==> src/rtl/fifo_port_ctrl.sv <==
// fifo_port_ctrl: round-robin write arbitration of N_REQ requesters into a shared FIFO,
// plus a read sequencer that drains it to one consumer over valid/ready.
module fifo_port_ctrl #(
  parameter int N_REQ = 4,
  parameter int DW    = 8
) (
  input  logic              clk_i,
  input  logic              rst_ni,
  input  logic [N_REQ-1:0]  req_i,
  input  logic [N_REQ*DW-1:0] wdata_i,
  output logic [N_REQ-1:0]  gnt_o,
  output logic              fifo_wr_o,
  output logic [DW-1:0]     fifo_data_in_o,
  input  logic              fifo_full_i,
  input  logic              fifo_empty_i,
  output logic              fifo_rd_o,
  input  logic [DW-1:0]     fifo_data_out_i,
  output logic [DW-1:0]     dout_o,
  output logic              dout_valid_o,
  input  logic              dout_ready_i
);
  localparam int PW = (N_REQ > 1) ? $clog2(N_REQ) : 1;
  localparam logic [PW:0]   NR   = (PW+1)'(N_REQ);
  localparam logic [PW-1:0] LAST = PW'(N_REQ - 1);

  typedef enum logic {W_IDLE, W_ISSUE} w_state_e;
  typedef enum logic [1:0] {R_IDLE, R_ISSUE, R_CAPT, R_HOLD} r_state_e;

  w_state_e            w_state_q, w_state_d;
  r_state_e            r_state_q, r_state_d;
  logic [PW-1:0]       ptr_q, ptr_d;
  logic [N_REQ-1:0]    gnt_q, gnt_d;
  logic                wr_q, wr_d;
  logic [DW-1:0]       wdat_q, wdat_d;
  logic                rd_q, rd_d;
  logic [DW-1:0]       dout_q, dout_d;
  logic                dv_q, dv_d;

  logic [2*N_REQ-1:0]  req_dbl;
  logic [N_REQ-1:0]    req_rot;
  logic                win_vld;
  logic [PW-1:0]       win_off, win_idx;
  logic [PW:0]         win_sum;
  logic [N_REQ-1:0]    win_gnt;
  logic [DW-1:0]       win_data;

  // Rotate requests so bit 0 is the requester the pointer currently favours.
  assign req_dbl = {req_i, req_i} >> ptr_q;
  assign req_rot = req_dbl[N_REQ-1:0];

  always_comb begin
    win_vld = 1'b0;
    win_off = '0;
    for (int i = N_REQ-1; i >= 0; i--) begin
      if (req_rot[i]) begin
        win_vld = 1'b1;
        win_off = PW'(i);
      end
    end
  end

  assign win_sum = {1'b0, ptr_q} + {1'b0, win_off};
  assign win_idx = (win_sum >= NR) ? PW'(win_sum - NR) : PW'(win_sum);

  always_comb begin
    win_gnt  = '0;
    win_data = '0;
    for (int i = 0; i < N_REQ; i++) begin
      win_gnt[i] = (win_idx == PW'(i));
      if (win_idx == PW'(i)) win_data = wdata_i[i*DW +: DW];
    end
  end

  // Issuing for exactly one cycle lets fifo_full settle before the next decision.
  always_comb begin
    w_state_d = w_state_q;
    ptr_d     = ptr_q;
    gnt_d     = gnt_q;
    wr_d      = wr_q;
    wdat_d    = wdat_q;
    if (w_state_q == W_IDLE) begin
      if (win_vld && !fifo_full_i) begin
        w_state_d = W_ISSUE;
        gnt_d     = win_gnt;
        wr_d      = 1'b1;
        wdat_d    = win_data;
        ptr_d     = (win_idx == LAST) ? '0 : win_idx + PW'(1);
      end
    end else begin
      w_state_d = W_IDLE;
      gnt_d     = '0;
      wr_d      = 1'b0;
    end
  end

  always_comb begin
    r_state_d = r_state_q;
    rd_d      = 1'b0;
    dout_d    = dout_q;
    dv_d      = dv_q;
    case (r_state_q)
      R_IDLE: begin
        if (!fifo_empty_i && !dv_q) begin
          rd_d      = 1'b1;
          r_state_d = R_ISSUE;
        end
      end
      R_ISSUE: r_state_d = R_CAPT;
      R_CAPT: begin
        dout_d    = fifo_data_out_i;
        dv_d      = 1'b1;
        r_state_d = R_HOLD;
      end
      R_HOLD: begin
        if (dv_q && dout_ready_i) begin
          dv_d      = 1'b0;
          r_state_d = R_IDLE;
        end
      end
    endcase
  end

  always_ff @(posedge clk_i or negedge rst_ni) begin
    if (!rst_ni) begin
      w_state_q <= W_IDLE;
      r_state_q <= R_IDLE;
      ptr_q     <= '0;
      gnt_q     <= '0;
      wr_q      <= 1'b0;
      wdat_q    <= '0;
      rd_q      <= 1'b0;
      dout_q    <= '0;
      dv_q      <= 1'b0;
    end else begin
      w_state_q <= w_state_d;
      r_state_q <= r_state_d;
      ptr_q     <= ptr_d;
      gnt_q     <= gnt_d;
      wr_q      <= wr_d;
      wdat_q    <= wdat_d;
      rd_q      <= rd_d;
      dout_q    <= dout_d;
      dv_q      <= dv_d;
    end
  end

  assign gnt_o          = gnt_q;
  assign fifo_wr_o      = wr_q;
  assign fifo_data_in_o = wdat_q;
  assign fifo_rd_o      = rd_q;
  assign dout_o         = dout_q;
  assign dout_valid_o   = dv_q;
endmodule

==> config.mk <==
export PLATFORM = sky130hd
export DESIGN_NAME = fifo_port_ctrl
export DESIGN_NICKNAME = d
export VERILOG_FILES = /design/src/rtl/fifo_port_ctrl.sv
export SDC_FILE = /design/constraint.sdc
export NUM_CORES = 1
export LEC_CHECK = 0
export ABC_AREA = 0
export BUFFER_PORTS_ARGS = -buffer_cell sky130_fd_sc_hd__buf_2
export CORE_MARGIN = 3
export CORE_UTILIZATION = 27
export CTS_CLUSTER_DIAMETER = 80
export DETAILED_ROUTE_END_ITERATION = 12
export SYNTH_ARGS = -nofsm -noshare
export SYNTH_HDL_FRONTEND = slang
export SYNTH_SLANG_ARGS = --single-unit
==> constraint.sdc <==
create_clock -name clk_i -period 4.4 [get_ports clk_i]
set_input_delay 0.88 -clock clk_i [delete_from_list [all_inputs] [get_ports clk_i]]
set_output_delay 0.88 -clock clk_i [all_outputs]
set_load 0.1 [all_outputs]
# ---- Yosys cells after proc, flatten, opt, wreduce, memory -nomap -nowiden
# Index checks and enable logic that the tools add are counted.
dict set report classes {
  mux 27
  n_lt_le_gt_ge 1
  eq_ne 8
  n_shift 1
  n_reduce_logical 13
  addsub 3
  bitwise_logic 1
}
# operator count
set op_table {}
lappend op_table {{two-way mux 8 bit} 4}
lappend op_table {{two-way mux 2 bit} 8}
lappend op_table {{two-way mux 1 bit} 11}
lappend op_table {{equality test 2 bit (second input constant)} 4}
lappend op_table {{two-way mux 4 bit} 2}
lappend op_table {{case mux 2 bit (4 select lines)} 1}
lappend op_table {{right shift 8 x 2 -> 4 bit} 1}
lappend op_table {{AND reduction 2 bit} 3}
lappend op_table {{equality test 2 x 1 -> 1 bit (second input constant)} 2}
lappend op_table {{zero test 2 bit} 2}
lappend op_table {{inequality test 2 bit (second input constant)} 2}
lappend op_table {{nonzero test 2 bit} 2}
lappend op_table {{adder 2 x 2 -> 3 bit} 1}
lappend op_table {{greater-or-equal comparator 3 bit (second input constant)} 1}
lappend op_table {{logical AND 1 bit} 3}
lappend op_table {{zero test 1 bit} 3}
lappend op_table {{adder 2 x 1 -> 2 bit (second input constant)} 1}
lappend op_table {{case mux 1 bit (2 select lines)} 1}
lappend op_table {{subtractor 2 x 1 -> 2 bit (second input constant)} 1}
lappend op_table {{inverter 1 bit} 1}
dict set report totals {
  reg_bits 28
  word_cells 63
  in_bits 49
}

# ---- Longest topological paths before layout
dict set report depth {
  depth_word 13
  ltp_mapped 15
  mapped_depth_nobuf 12
}

# ---- Least setup slack after synthesis
# Ideal clock, no wire load.
dict set report synth_path {
  path_type {input to register}
  startpoint {input port req_i[0]}
  endpoint {register wdat_q[5] (netlist: fifo_data_in_o[5])}
  t_arrival_ps 3066
  setup_slack_ps 1210
  stages 13
  path_buffers 2
  path_cell_list {nor2_1 > a221o_2 > nand2_1 > o221ai_1 > ha_1 > xor2_1 > xor2_1 > ha_1 > clkbuf_1 > clkbuf_1 > a21oi_1 > a22oi_1 > a21oi_2}
}
dict set report synth_between {
  elab_chain_len 13
}
# item line
set synth_rtl {}
lappend synth_rtl {{from (decl)} 9} ;# input logic [N_REQ-1:0] req_i,
lappend synth_rtl {{right shift 8 x 2 -> 4 bit (*)} 48} ;# assign req_dbl = {req_i, req_i} >> ptr_q;
lappend synth_rtl {{two-way mux 2 bit (4 in series)} 55} ;# if (req_rot[i]) begin
lappend synth_rtl {{adder 2 x 2 -> 3 bit} 62} ;# assign win_sum = {1'b0, ptr_q} + {1'b0, win_off};
lappend synth_rtl {{greater-or-equal comparator 3 bit or subtractor 2 x 1 -> 2 bit (tied branches)} 63} ;# assign win_idx = (win_sum >= NR) ? PW'(win_sum - NR) : PW'(win_sum);
lappend synth_rtl {{two-way mux 2 bit} 63}
lappend synth_rtl {{zero test 2 bit} 70} ;# if (win_idx == PW'(i)) win_data = wdata_i[i*DW +: DW];
lappend synth_rtl {{two-way mux 8 bit (4 in series)} 70}
lappend synth_rtl {{to (signal assigned)} 140} ;# wdat_q <= wdat_d;
lappend synth_rtl {{to (decl)} 34} ;# logic [DW-1:0] wdat_q, wdat_d;
# Every way passes the cells marked *; elsewhere a longest branch is shown, timed or not.
# A chain may end at the register's enable or synchronous reset.

# ---- Worst setup path after layout
dict set report layout_path {
  startpoint {input port req_i[3]}
  endpoint {register wdat_q[6] (netlist: fifo_data_in_o[6])}
}
# Same word-level chain as after synthesis.

==> qor_table.md <==
| Item | This run | Unit |
|:---|:---|:---|
| Post-CTS setup-driven buffer insertion count | 0 | - |
| Count of pins over their slew limit | 0 | - |
| Worst VDD drop | 0.000332 | V |
| Total detailed-routing wirelength | 3880 | µm |
| Cell accounting for the most synthesized area | sky130_fd_sc_hd__dfrtp_1 | - |
| Compound-Gate Fraction of Synth Area | 21.5 | % |
| First-pass iteration count of the detailed router | 4 | - |
| Number of I/O pins | 72 | - |
| Synthesized net count | 228 | - |
| Sink count of the clock tree | 28 | - |
| Area share of the leading cell type in the synthesized netlist | 43.5 | % |
| Count of flip-flops with a built-in enable after synthesis | 0 | - |
| Number of nets in the layout | 293 | - |
| Avg Cell Area, Syn | 9.42 | µm² |
| Routability congestion estimate | 0.738 | - |
| Largest family of logic cells by synthesized area | compound AO/OA/AOI/OAI gates | - |
| Post-Route Skew | 0.00465 | ns |
| Initial drt markers | 47 | - |
| Post-synth ARST share | 100 | % |
| Via-per-instance ratio | 4.60 | - |
| Worst Hold Class | reg2reg | - |
| Routed wire length per instance | 12.6 | µm |
| Worst path required time | 4.53 | ns |
| Die span in y | 83.2 | µm |
| Placement-stage worst setup slack | 0.933 | ns |
| Unrepaired setup endpoints after global routing | no | - |
| PD cells | 889 | nW/µm² |
| Clock buffer depth | 2 | - |
| Remaining number of nets flagged by the antenna check after routing | 0 | - |
| Area of the mapped netlist | 1610 | µm² |
| Minimum clock period | 3.17 | ns |
| Min setup slack post-route | 1.23 | ns |
| Worst hold start | fifo_wr_o | - |
| Final TNS setup | 0 | ns |
| Hold Fails Final Rpt | 0 | - |
| Die extent in x | 83.2 | µm |
| Final worst path period share | 72.2 | % |
| Setup violation total in the final timing report | 0 | - |
| Sequential cell area fraction in the yosys report | 43.5 | % |
| Antenna cells | 0 | - |
| Number of I/O port buffers | 71 | - |
| Via count of the first global-routing pass | 1355 | - |
| Die Area | 6930 | µm² |
| Warnings, synthesis | 0 | - |
| Worst reg2reg startpoint | ptr_q[0] | - |
| Critical path fanouts, max | 18 | - |
| Fraction of synthesized cell area in xor and xnor cells | 1.63 | % |
| Total DRC errors in the routed layout | 0 | - |
| CTS tree | yes | - |
| Critical path arrival | 3.30 | ns |
| CTS buffer count | 3 | - |
| Critical path startpoint category | input pin | - |
| Cells taking the most area after synthesis | sky130_fd_sc_hd__dfrtp_1 44%, sky130_fd_sc_hd__mux2_2 7.7%, sky130_fd_sc_hd__a21oi_1 7.1%, sky130_fd_sc_hd__ha_1 6.2%, sky130_fd_sc_hd__nor2_1 4.7% | - |
| Area of the multi-input gates | 811 | µm² |
| Path type of the worst setup path | in2reg | - |
| Count of distinct cell types in the synthesized netlist | 31 | - |
| Clock-pin slew on the worst setup and hold paths | 0.10 | ns |
| Max-slew headroom at the worst pin | 45.4 | % |
| Sequential cell area | 701 | µm² |
| Starting Density | 28.5 | % |
| Final global-route overflow total | 0 | - |
| Outcome | completed | - |
| CTS H-tree depth | 1 | - |
| Total of max-cap violations | 0 | - |
| Pin count of the biggest net entering global routing | 29 | - |
| Overall Power | 1.85 | mW |
| Root buf cell | sky130_fd_sc_hd__clkbuf_8 | - |
| Critical Path Start | req_i[3] | - |
| Std cell rows | 27 | - |
| Count of hold buffers inserted by post-cts repair | 0 | - |
| Mapped Cells | 171 | - |
| Global-route wire length before repair | 6420 | µm |
| Synthesis-to-finish area growth | 29.0 | % |
| Post-synth top cells | 28 x sky130_fd_sc_hd__dfrtp_1, 23 x sky130_fd_sc_hd__a21oi_1, 20 x sky130_fd_sc_hd__nor2_1 | - |
| Number of synthesized register bits | 28 | - |
| HPWL reported at the end of detailed placement | 2880 | µm |
| Most frequent cell after synthesis | sky130_fd_sc_hd__dfrtp_1 | - |
| Most instantiated flip-flop cell in the synthesis netlist | sky130_fd_sc_hd__dfrtp_1 | - |
| Static leakage | 1.07 | nW |
| Multiplexer share of the synthesized area | 10.8 | % |
| Worst slew pin tran | 0.817 | ns |
| Clock insertion delay at the later pin of the skew report | 0.28 | ns |
| Setup crit end kind | flop | - |
| Worst hold slack after final layout | 0.501 | ns |
| CORE AREA | 5640 | µm² |
| Post-synthesis adder-cell area fraction | 6.22 | % |
| Total global-route track usage | 11.1 | % |
| PostCTS Resize Cnt | 0 | - |
| Ratio of cells with drive above 1 in the final layout | 39.1 | % |
| Fill cell instance count of the final layout | 575 | - |
| Post-synthesis simple-gate area fraction | 10.2 | % |
| Overall via count from detail_route | 1411 | - |
| Initial antenna violation count | 0 | - |
| Maximum frequency from static timing analysis | 315 | MHz |
==> placed cells by master (no fill, tap or decap), drive strengths merged, types with 2 or more instances in the layout <==
cell and instances:
inv 13, a22oi 8, xor2 2, buf 71, o221ai 2, clkbuf 3
nor2 21, mux2 11, dfrtp 28, mux2i 5, ha 8, nand2 13
a21oi 25, o21ai 10
==> worst max-delay path, stage by stage <==
cell	delay (ns)
sky130_fd_sc_hd__buf_2	0.14
sky130_fd_sc_hd__nor2_1	0.31
sky130_fd_sc_hd__nand2_1	0.09
sky130_fd_sc_hd__o221ai_1	0.19
sky130_fd_sc_hd__ha_1	0.19
sky130_fd_sc_hd__xor2_1	0.26
sky130_fd_sc_hd__xor2_1	0.23
sky130_fd_sc_hd__ha_1	0.64
sky130_fd_sc_hd__a21oi_1	0.08
sky130_fd_sc_hd__a22oi_1	0.19
sky130_fd_sc_hd__a21oi_1	0.09
==> per-layer routing <==
metal | global-route usage [%] | wire, µm | share of wire, % | vias to the layer above
li1 | - | - | - | 719
met1 | 13.3 | 1670 | 43 | 644
met2 | 19.2 | 1850 | 48 | 46
met3 | 4.76 | 356 | 9.2 | 2
met4 | 1.34 | 8 | 0.21 | 0
met5 | 0 | 0 | 0 | -
==> per-stage QoR <==
step / instance area (µm²) / std cells / util (%)
floorplan: 1610 / 171 / -
global placement: 2010 / 303 / 35.6
detailed placement: 2010 / 303 / 35.6
CTS: 2080 / 307 / 36.8
global route: 2080 / 307 / 36.8
finish: 2080 / 307 / 36.8
==> cells by family (layout without fill, tap and decap cells) <==
family          count (synthesis)  count (layout)
mux                            16              16
buf+inv                        24              88
simple gates                   39              39
xor+xnor                        3               3
flops                          28              28
fa+ha+maj                       8               8
compound gates                 53              53
==> power breakdown <==
part | switching [mW] | internal (mW) | total, mW
clock | 0.0838 | 0.122 | 0.206
combinational | 0.905 | 0.357 | 1.26
sequential | 0.0530 | 0.327 | 0.380
==> registers in the layout, indices dropped and copies added (netlist names) <==
| register | count |
|---|---|
| dout_o | 8 |
| dout_valid_o | 1 |
| fifo_data_in_o | 8 |
| fifo_rd_o | 1 |
| fifo_wr_o | 1 |
| gnt_o | 4 |
| ptr_q | 2 |
| r_state_q | 2 |
| w_state_q | 1 |
==> area by class of cell <==
| cell class | count | share of cell area [%] |
|---|---|---|
| multi-input combinational | 119 | 39.0 |
| sequential | 28 | 33.7 |
| timing repair buffer | 71 | 17.1 |
| tap | 72 | 4.34 |
| inverter | 13 | 2.35 |
| clock buffer | 3 | 1.99 |
| clock inverter | 1 | 1.45 |
==> worst paths after layout <==
| kind | end | slack, ns | depth (start not counted) |
|---|---|---|---|
| max reg2reg | fifo_data_in_o[6] | 1.38 | 11 |
| max in group asynchronous | gnt_o[1] | 3.40 | 1 |
| max | fifo_data_in_o[6] | 1.23 | 11 |
| min in group asynchronous | dout_valid_o | 0.60 | 1 |
| min reg2reg | fifo_wr_o | 0.50 | 2 |
| min | fifo_wr_o | 0.50 | 2 |
Note: power is estimated with default switching activity, not from simulation.
